## config.mk

```make
export PLATFORM = sky130hd
export DESIGN_NAME = reg_ex_mem
export DESIGN_NICKNAME = d
export VERILOG_FILES = /design/src/rtl/reg_ex_mem.sv
export SDC_FILE = /design/constraint.sdc
export NUM_CORES = 1
export LEC_CHECK = 0
export ABC_CLOCK_PERIOD_IN_PS = 16000
export CAP_MARGIN = 15
export CORE_MARGIN = 8
export CORE_UTILIZATION = 53
export CTS_CLUSTER_SIZE = 16
export DETAILED_ROUTE_END_ITERATION = 7
export PLACE_DENSITY = 0.86
export RECOVER_POWER = 25
export SLEW_MARGIN = 20
export SYNTH_ARGS = -nofsm -noshare
export SYNTH_HDL_FRONTEND = slang
export SYNTH_SLANG_ARGS = --single-unit
```

## constraint.sdc

```tcl
create_clock -name clk -period 16 [get_ports clk]
set_input_delay 2.4 -clock clk [delete_from_list [all_inputs] [get_ports clk]]
set_output_delay 2.4 -clock clk [all_outputs]
set_load 0.02 [all_outputs]
```

## src/rtl/reg_ex_mem.sv

```systemverilog
// EX->MEM pipeline register with a two-entry skid buffer. Both handshake
// outputs decode from registered state, so MEM can stall without a combinational path back into EX.
//
// state    | meaning
// ---------+-----------------------------------------------
// ST_EMPTY | no entry held; t_mem_valid=0
// ST_BUSY  | main entry held; one more instruction accepted
// ST_FULL  | main + skid held; f_ex_ready=0
module reg_ex_mem #(
  parameter int DATA_W = 32,
  parameter int CTRL_W = 8,
  parameter int CNT_W  = 16
) (
  input  logic              clk,
  input  logic              rst,
  input  logic              f_ex_valid,
  output logic              f_ex_ready,
  input  logic [DATA_W-1:0] f_ex_pc,
  input  logic [DATA_W-1:0] f_ex_alu,
  input  logic [DATA_W-1:0] f_ex_store,
  input  logic [CTRL_W-1:0] f_ex_control,
  input  logic [4:0]        f_ex_reg_addr,
  input  logic              flush,
  output logic              t_mem_valid,
  input  logic              t_mem_ready,
  output logic [DATA_W-1:0] t_mem_pc,
  output logic [DATA_W-1:0] t_mem_alu,
  output logic [DATA_W-1:0] t_mem_store,
  output logic [CTRL_W-1:0] t_mem_control,
  output logic [4:0]        t_mem_reg_addr,
  output logic [CNT_W-1:0]  t_stall_cnt
);

  typedef enum logic [1:0] {
    ST_EMPTY = 2'd0,
    ST_BUSY  = 2'd1,
    ST_FULL  = 2'd2
  } state_t;

  state_t state_q, state_d;

  logic in_fire;
  logic out_fire;
  logic load_main;
  logic load_skid;
  logic skid_to_main;

  logic [DATA_W-1:0] main_pc, main_alu, main_store;
  logic [CTRL_W-1:0] main_control;
  logic [4:0]        main_reg_addr;
  logic [DATA_W-1:0] skid_pc, skid_alu, skid_store;
  logic [CTRL_W-1:0] skid_control;
  logic [4:0]        skid_reg_addr;

  assign f_ex_ready  = (state_q != ST_FULL);
  assign t_mem_valid = (state_q != ST_EMPTY);
  assign in_fire     = f_ex_valid & f_ex_ready;
  assign out_fire    = t_mem_valid & t_mem_ready;

  always_ff @(posedge clk or posedge rst) begin
    if (rst) state_q <= ST_EMPTY;
    else     state_q <= state_d;
  end

  // Flush overrides every transfer: incoming data is dropped and the
  // outgoing entry is treated as killed rather than delivered.
  always_comb begin
    state_d      = state_q;
    load_main    = 1'b0;
    load_skid    = 1'b0;
    skid_to_main = 1'b0;
    if (flush) begin
      state_d = ST_EMPTY;
    end else begin
      case (state_q)
        ST_EMPTY: begin
          if (in_fire) begin
            load_main = 1'b1;
            state_d   = ST_BUSY;
          end
        end
        ST_BUSY: begin
          if (in_fire && out_fire) begin
            load_main = 1'b1;
          end else if (in_fire) begin
            load_skid = 1'b1;
            state_d   = ST_FULL;
          end else if (out_fire) begin
            state_d = ST_EMPTY;
          end
        end
        ST_FULL: begin
          if (out_fire) begin
            skid_to_main = 1'b1;
            state_d      = ST_BUSY;
          end
        end
        default: state_d = ST_EMPTY;
      endcase
    end
  end

  // On flush only the control bundles are cleared; the rest of the payload
  // is left as-is since t_mem_valid already marks it dead.
  always_ff @(posedge clk or posedge rst) begin
    if (rst) begin
      main_pc       <= '0;
      main_alu      <= '0;
      main_store    <= '0;
      main_control  <= '0;
      main_reg_addr <= '0;
      skid_pc       <= '0;
      skid_alu      <= '0;
      skid_store    <= '0;
      skid_control  <= '0;
      skid_reg_addr <= '0;
    end else if (flush) begin
      main_control <= '0;
      skid_control <= '0;
    end else begin
      if (load_main) begin
        main_pc       <= f_ex_pc;
        main_alu      <= f_ex_alu;
        main_store    <= f_ex_store;
        main_control  <= f_ex_control;
        main_reg_addr <= f_ex_reg_addr;
      end else if (skid_to_main) begin
        main_pc       <= skid_pc;
        main_alu      <= skid_alu;
        main_store    <= skid_store;
        main_control  <= skid_control;
        main_reg_addr <= skid_reg_addr;
      end
      if (load_skid) begin
        skid_pc       <= f_ex_pc;
        skid_alu      <= f_ex_alu;
        skid_store    <= f_ex_store;
        skid_control  <= f_ex_control;
        skid_reg_addr <= f_ex_reg_addr;
      end
    end
  end

  assign t_mem_pc       = main_pc;
  assign t_mem_alu      = main_alu;
  assign t_mem_store    = main_store;
  assign t_mem_control  = main_control;
  assign t_mem_reg_addr = main_reg_addr;

  // Stall counter runs independently of flush; only reset clears it.
  always_ff @(posedge clk or posedge rst) begin
    if (rst) begin
      t_stall_cnt <= '0;
    end else if (t_mem_valid && !t_mem_ready && (t_stall_cnt != {CNT_W{1'b1}})) begin
      t_stall_cnt <= t_stall_cnt + 1'b1;
    end
  end

endmodule

```

Yosys cells after proc, flatten, opt, wreduce, memory -nomap -nowiden
Index checks and enable logic that the tools add are counted.
{"block": "word_totals", "ff_bits": 236, "word_cells": 66, "out_inout_bits": 127, "input_bits": 114}
{"block": "classes", "reduce_logical": 12, "bitwise": 3, "muxes": 30, "eq_ne": 8, "addsub": 1}
{"cell": "$mux 32", "count": 6}
{"cell": "$mux 8", "count": 5}
{"cell": "$add 16x1->16 const B", "count": 1}
{"cell": "$ne 16x16->1 const B", "count": 1}
{"cell": "$mux 2", "count": 6}
{"cell": "$mux 5", "count": 2}
{"cell": "$mux 1", "count": 9}
{"cell": "$ne 3x3->1 const B", "count": 3}
{"cell": "$pmux 2 s3", "count": 1}
{"cell": "$reduce_bool 2->1", "count": 3}
{"cell": "$ne 4x4->1 const B", "count": 1}
{"cell": "$reduce_and 2->1", "count": 2}
{"cell": "$reduce_and 4->1", "count": 1}
{"cell": "$logic_and 1x1->1", "count": 3}
{"cell": "$reduce_bool 3->1", "count": 1}
{"cell": "$and 1x1->1", "count": 2}
{"cell": "$eq 2x1->1 const B", "count": 1}
{"cell": "$eq 2x2->1 const B", "count": 1}
{"cell": "$logic_not 2->1", "count": 1}
{"cell": "$ne 2x2->1 const B", "count": 1}
{"cell": "$pmux 1 s2", "count": 1}
{"cell": "$logic_not 1->1", "count": 1}
{"cell": "$not 1->1", "count": 1}

Logic depth before layout (Yosys ltp)
Gate-level depths: netlist of the first run.
{"block": "logic_depth", "word_depth": 8, "depth_mapped": 7}

Worst setup path after synthesis of the first run
No wires, ideal clock.
{"block": "synth_timing", "path_kind": "input-to-reg", "from": "in f_ex_valid", "to": "reg skid_alu[1]", "cell_stages": 6, "path_buffers": 3, "t_arrival_ns": 3.467, "setup_slack_ns": 12.408, "required_time_ns": 15.875, "setup_ns": 0.125, "cell_sequence": "nor2b_2 -> and3_1 -> buf_6 -> buf_12 -> buf_12 -> mux2_4"}
{"block": "synth_via", "elab_chain_len": 6, "elab_cells_between_ends": 7}
{"element": "from (decl)", "line": "16", "rtl": "input logic f_ex_valid,"}
{"element": "$and 1x1->1 *", "line": "57", "rtl": "assign in_fire = f_ex_valid & f_ex_ready;"}
{"element": "$mux 1 or $logic_and 1x1->1 (tied branches)", "line": "85, 83"}
{"element": "$mux 1 *", "line": "83", "rtl": "if (in_fire && out_fire) begin"}
{"element": "$mux 1 *", "line": "75", "rtl": "case (state_q)"}
{"element": "$mux 1 *", "line": "72", "rtl": "if (flush) begin"}
{"element": "$reduce_and 2->1 (no line) *"}
{"element": "to (signal assigned)", "line": "136", "rtl": "skid_alu <= f_ex_alu;"}
{"element": "to (decl)", "line": "51", "rtl": "logic [DATA_W-1:0] skid_pc, skid_alu, skid_store;"}
Mark *: on every way between the ends. The rest lies on a longest branch, timed or not.
A chain may end at the register's enable or synchronous reset.

==> summary.txt, run 1 <==
GRT
  – Gr usage total: 21.3%
  – Initial antenna violation count: 0
  – Vias in the first global route: 7417
  – Total grt overflow: 0
  – First-pass GRT wire length: 39.1 mm
  – Largest net degree at the start of global routing: 155

Logic synthesis
  – Sequential element share of the synthesized area: 61.2%
  – Area share of the largest cell type after synthesis: 61.2%
  – Mapped Cells: 804
  – EDFF count, synth: 0
  – Area leader, netlist: dfrtp_1
  – Cell variety after synth: 38
  – Post-Syn Nets: 919
  – Dominant synthesized flop cell: dfrtp_1
  – Warnings, synthesis: 0
  – Syn_area_per_cell: 12.0 um^2
  – FFs w/ async S/R, synth: 100%
  – Yosys reg bits: 236
  – Ranking of synthesized cells by area: dfrtp_1 (61%), mux2_2 (12%), nand2_1 (8.4%), a22oi_1 (7.9%), buf_2 (1.1%)
  – Synthesized area: 9650 um^2

Worst setup path
  – Req. time, crit path: 15.40 ns
  – Kind of cell adding the most delay to the critical path: buffers and inverters
  – Endpoint type of the worst setup path: async pin
  – CP peak stage delay: 3.63 ns
  – Startpoint Class: primary input
  – Worst-path maximum fanout: 154
  – Buf+Inv Stages, Crit Path: 2
  – Arr. time, crit path: 6.69 ns
  – CP Class: in -> async
  – CP max stage cell: clkinvlp_2
  – Crit-path cells: dlygate4sd3_1 -> clkinvlp_2

Clock network
  – Clock Sinks: 236
  – CTS Buf Count: 25
  – Clock Latency Late Sink: 0.52 ns
  – Root Buffer: clkbuf_16
  – CTS Hold Bufs: 0
  – CTS tree: done
  – Post_cts resized: 0
  – Post-CTS setup buffer count: 0
  – Clk buf depth: 3
  – Worst-path clk slew: 0.06 ns
  – H-tree depth: 1

Floorplan
  – IO Count: 241
  – Row Count: 49
  – Starting density of the core: 53.9%
  – Core area: 17900 um^2
  – Die width: 151 um
  – Die height: 151 um
  – Die area: 22800 um^2

Final layout
  – Layout Nets: 1146
  – Layout cells sized above 1: 14.8%
  – Final Cell Area: 12900 um^2
  – Syn-to-layout area delta: 33.4%
  – Layout fillers: 1261

STA
  – Final WS setup: 8.71 ns
  – Worst Hold Margin: 0.473 ns
  – Worst slew pin tran: 6.55 ns
  – Sum of negative setup slack: 0 ns
  – Final setup fails: 0
  – F_max: 0.137 GHz
  – Final period util: 45.6%
  – Min Clock Period, post-route: 7.29 ns
  – RSZ-0062 raised after global routing: no
  – Fin. max-slew vios: 155
  – Skew final: 0.0146 ns
  – Final hold violation count: 0
  – Max_slew headroom: -339%

Drt
  – Via density: 5.67
  – Drt total wl: 24.8 mm
  – First DRT Iteration DRCs: 339
  – DRC violations left: 0
  – 1st-pass router iterations: 5
  – Wire per inst: 19.4 um
  – Post-route ant nets: 0
  – Routed via count: 7245

Flow run
  – MaxCap Viol Count: 1

Placement
  – GPL Wtd Cong: 0.829
  – Placed Area: 12100 um^2
  – IO Port Bufs: 240
  – DP Worst Slack: 10.69 ns
  – Dpl hpwl: 16.1 mm

Pwr
  – Total power: 1.72 mW
  – Max VDD drop: 0.000116 V
  – Power density cells: 134 nW/um^2
  – Static Leak: 5.83 nW

Run status
  – Outcome: finished, violations left
  – Failing checks: max-capacitance violations, max-slew violations

Worst hold path
  – Hold Path Class: reg -> reg
==> cells in the final DEF (no fill, tap or decap), types with 2 or more instances in the layout <==
cell               n
mux2i_1            3
a22o_1             8
a22oi_1          101
a21oi_1           11
dfrtp_1          236
and3_1             7
clkdlybuf4s50_1  239
nor2_1             5
nand4_1            6
xor2_1             7
clkinv_2           4
o21ai_0           10
clkbuf_1          10
a2bb2oi_1          8
and3_4             2
mux2_2           103
clkbuf_8           2
mux2_4             2
nor3_1             6
nand3_1            6
buf_4              5
clkbuf_16         25
inv_1              3
nand2_1          217
xnor2_1            2
==> report_power, final <==
group / total, mW / switching, mW / internal, mW
Sequential: 0.800 / 0.0759 / 0.724
Combinational: 0.378 / 0.180 / 0.198
Clock: 0.542 / 0.227 / 0.315
Total: 1.72 / 0.483 / 1.24
==> logic make-up after synthesis <==
| family | share of synthesized area, % |
|---|---|
| multiplexers | 12.6 |
| AO/OA/AOI/OAI | 10.8 |
| buffers and inverters | 3.33 |
| adder cells (fa/ha/maj) | 0.130 |
| XOR/XNOR | 0.817 |
| flip-flops | 61.2 |
| AND/OR/NAND/NOR | 11.0 |
==> flip-flops by register name, indices dropped and copies added (netlist names) <==
| register | cells |
|---|---|
| t_mem_control | 8 |
| t_mem_pc | 32 |
| state_q | 2 |
| skid_control | 8 |
| t_stall_cnt | 16 |
| t_mem_store | 32 |
| skid_pc | 32 |
| skid_alu | 32 |
| skid_reg_addr | 5 |
| t_mem_alu | 32 |
| t_mem_reg_addr | 5 |
| skid_store | 32 |
==> worst paths after layout <==
path                                         start                          to  slack (ns)  depth (start not counted)
min reg2reg                t_mem_pc[5]$_DFFE_PP0P_     t_mem_pc[5]$_DFFE_PP0P_        0.47                          2
max reg2reg                 state_q[1]$_DFFE_PP0P_  skid_store[13]$_DFFE_PP0P_       13.13                          4
max in group clk                        f_ex_valid  skid_store[13]$_DFFE_PP0P_       11.22                          5
max                                            rst    t_mem_alu[1]$_DFFE_PP0P_        8.71                          2
min in group asynchronous                      rst     t_mem_pc[1]$_DFFE_PP0P_        4.42                          2
min                        t_mem_pc[5]$_DFFE_PP0P_     t_mem_pc[5]$_DFFE_PP0P_        0.47                          2
==> layer usage <==
layer	share of wire (%)	routed length, um	global-route usage [%]	vias to the layer above
li1	-	-	-	3284
met1	41	10100	27.0	3608
met2	47	11700	34.8	301
met3	8.7	2160	5.74	52
met4	3.0	734	7.13	0
met5	0	0	0	-
==> metrics by stage <==
step | std cells | utilization, %
after floorplan | 804 | -
after global placement | 1233 | 67.6
after detailed placement | 1233 | 67.6
after CTS | 1277 | 71.9
after global routing | 1277 | 71.9
final | 1278 | 71.9
==> final cells by class <==
type | instances | area, um^2 | area share, %
flip-flops and latches | 236 | 5910 | 45.9
multi-input cells | 518 | 3450 | 26.8
repair buffers | 246 | 2450 | 19.0
clock buffers | 37 | 691 | 5.37
well taps | 229 | 287 | 2.23
clock inverters | 7 | 70.1 | 0.544
inverters | 4 | 16.3 | 0.126
diodes | 1 | 2.50 | 0.0194
==> cells in the mapped netlist, types with 2 or more instances <==
library cell    n
xor2_1          7
a22o_1          8
a22oi_1       101
buf_1           4
nand3_1         6
nor2_1          5
buf_12          2
nand2_1       217
nand4_1         6
buf_6           8
clkbuf_1        7
mux2_4          2
inv_1           4
dfrtp_1       236
a2bb2oi_1       8
nor3_1          6
mux2i_1         3
mux2_2        103
a21oi_1        11
buf_4           4
o21ai_0        10
buf_2          21
and3_1          9
xnor2_1         2
(Power assumes the default switching activity.)
==> inputs of run 2 (changes only) <==
- ABC_CLOCK_PERIOD_IN_PS: 16000 -> 6180
- CORE_UTILIZATION: 53 -> 45
- PLACE_DENSITY: 0.86 -> 0.78
- clock period: 16 -> 6.18 ns (I/O delays scaled with it)
==> run 2 against run 1 <==
Against the previous run: the flow still finishes with violations (max-capacitance violations, max-slew violations); routed wire length is 1.3% higher; via count shrank 1.5%; setup slack worse by 5.8 ns; largest cell class unchanged; die area increased by 16%; register-to-register slack worse by 9.7 ns; non-clock buffer count rose by 1; sequential power increased to 2.6 times the previous value; cell count rose by 3.7%; largest power group unchanged; count of clock-buffer cells in the layout shrank 7; flip-flop and latch count is the same; core utilization is 9.0 points lower; critical path depth is 3 higher.
==> summary.txt, run 2 (synthesized netlist as in run 1, its figures left out) <==
Clock network
  – Clock Sinks: 236 (unchanged)
  – CTS Buf Count: 25 (unchanged)
  – Root Buffer: clkbuf_16
  – H-tree depth: 1 (unchanged)
  – CTS tree: done
  – Post-CTS setup buffer count: 0 (unchanged)
  – Worst-path clk slew: 0.06 ns (about the same)
  – Clock Latency Late Sink: 0.52 ns (about the same)
  – Post_cts resized: 0 (unchanged)
  – Clk buf depth: 3 (unchanged)
  – CTS Hold Bufs: 0 (unchanged)

Worst setup path
  – Arr. time, crit path: 3.70 ns (-2.99 ns)
  – CP Class: in -> reg
  – Req. time, crit path: 6.57 ns (-8.83 ns)
  – Startpoint Class: primary input
  – Worst-path maximum fanout: 42 (-73%)
  – Crit-path cells: dlygate4sd3_1 -> nor2b_1 -> and3_4 -> buf_4 -> mux2_2
  – R2R cell count: 4 (unchanged)
  – CP max stage cell: and3_4
  – CP peak stage delay: 0.72 ns (-2.91 ns)
  – Endpoint type of the worst setup path: register

GRT
  – Initial antenna violation count: 0 (unchanged)
  – Gr usage total: 18.8% (-2.4 points)
  – Vias in the first global route: 7517 (+1.3%)
  – Largest net degree at the start of global routing: 102 (-34%)
  – Total grt overflow: 0 (unchanged)
  – First-pass GRT wire length: 40.9 mm (+4.5%)

Floorplan
  – Core area: 21000 um^2 (+17%)
  – IO Count: 241 (unchanged)
  – Starting density of the core: 45.9% (-8.0 points)
  – Row Count: 53 (+8.2%)
  – Die height: 162 um (+7.6%)
  – Die width: 162 um (+7.6%)
  – Die area: 26400 um^2 (+16%)

Worst hold path
  – Worst Hold Path Cells: 2 (unchanged)
  – Hold Path Class: reg -> reg

Pwr
  – Power density cells: 369 nW/um^2 (+180%)
  – Max VDD drop: 0.000245 V (+110%)
  – Static Leak: 5.98 nW (+2.6%)
  – Total power: 4.87 mW (+180%)

Drt
  – Routed via count: 7138 (-1.5%)
  – DRC violations left: 0 (unchanged)
  – Post-route ant nets: 0 (unchanged)
  – Wire per inst: 18.9 um (-2.3%)
  – First DRT Iteration DRCs: 332 (-2.1%)
  – 1st-pass router iterations: 5 (unchanged)
  – Via density: 5.39 (-5.0%)
  – Drt total wl: 25.1 mm (+1.3%)

Final layout
  – Commonest cells after routing, fill and taps aside: clkdlybuf4s50_1 (237), dfrtp_1 (236), nand2_1 (217), mux2_2 (103), a22oi_1 (101)
  – Most common cell after layout, fill and taps aside: clkdlybuf4s50_1
  – Layout fillers: 1625 (+29%)
  – ANT cells: 0 (-1)
  – Layout Nets: 1147 (+0.087%)
  – Syn-to-layout area delta: 37.0%
  – Layout cells sized above 1: 15.6% (+0.83 points)

STA
  – Final period util: 53.6%
  – Sum of negative setup slack: 0 ns (unchanged)
  – Worst slew pin tran: 1.72 ns (-4.83 ns)
  – Final hold violation count: 0 (unchanged)
  – Max_slew headroom: -15.2% (+320 points)
  – Fin. max-slew vios: 35 (-77%)
  – Final WS setup: 2.87 ns (-5.84 ns)
  – Min Clock Period, post-route: 3.31 ns
  – Final setup fails: 0 (unchanged)
  – RSZ-0062 raised after global routing: no
  – F_max: 0.302 GHz
  – Skew final: 0.0249 ns (+0.0103 ns)

Run status
  – Outcome: finished, violations left
  – Failing checks: max-capacitance violations, max-slew violations

Flow run
  – MaxCap Viol Count: 1 (unchanged)

Placement
  – GPL Wtd Cong: 0.808 (-2.5%)
  – Dpl hpwl: 16.2 mm (+0.70%)
  – DP Worst Slack: 2.57 ns (-8.11 ns)
  – IO Port Bufs: 240 (unchanged)
run 2: critical path: cells and delay by family:
| family | cells | cell delay, ns |
|---|---|---|
| AND/OR/NAND/NOR | 2 | 1.19 |
| multiplexers | 1 | 0.40 |
| buffers and inverters | 2 | 1.12 |
run 2: final timing paths:
| kind | start | to | slack [ns] |
|---|---|---|---|
| setup / recovery | f_ex_valid | skid_pc[27]$_DFFE_PP0P_ | 2.87 |
| hold / removal | skid_reg_addr[0]$_DFFE_PP0P_ | t_mem_reg_addr[0]$_DFFE_PP0P_ | 0.47 |
| setup reg to reg | state_q[1]$_DFFE_PP0P_ | skid_pc[27]$_DFFE_PP0P_ | 3.40 |
| max in group asynchronous | rst | t_mem_pc[6]$_DFFE_PP0P_ | 3.69 |
| hold reg to reg | skid_reg_addr[0]$_DFFE_PP0P_ | t_mem_reg_addr[0]$_DFFE_PP0P_ | 0.47 |
| min in group asynchronous | rst | t_mem_alu[1]$_DFFE_PP0P_ | 1.28 |
run 2: per-stage QoR:
| step | util (%) | hold WS, ns | instance area (um^2) | cells |
|---|---|---|---|---|
| floorplan | - | 0.458 | 9650 | 804 |
| global placement | 58.0 | 0.456 | 12200 | 1280 |
| detailed placement | 58.0 | 0.462 | 12200 | 1280 |
| CTS | 62.9 | 0.477 | 13200 | 1325 |
| global route | 62.9 | 0.483 | 13200 | 1325 |
| finish | 62.9 | 0.468 | 13200 | 1325 |
run 2: layout make-up:
class | instances | area, um^2 | share of cell area, %
flip-flops and latches | 236 | 5910 | 44.7
multi-input cells | 518 | 3440 | 26.0
repair buffers | 247 | 2480 | 18.8
inverters | 4 | 16.3 | 0.123
clock inverters | 15 | 329 | 2.49
clock buffers | 30 | 694 | 5.26
well taps | 275 | 344 | 2.60
run 2: power breakdown:
group          leakage, nW  total, mW  switching [mW]  internal [mW]
Combinational         2.54      0.981           0.467          0.514
Clock                0.506       1.82           0.607           1.21
Sequential            2.94       2.07           0.196           1.87
run 2: layer usage:
metal  up-vias  GRT usage [%]  routed length, um
met5         -              0                  0
met1      3582           24.5              10600
met2       228           30.7              12000
met3        48           4.65               1880
li1       3280              -                  -
met4         0           5.47                648
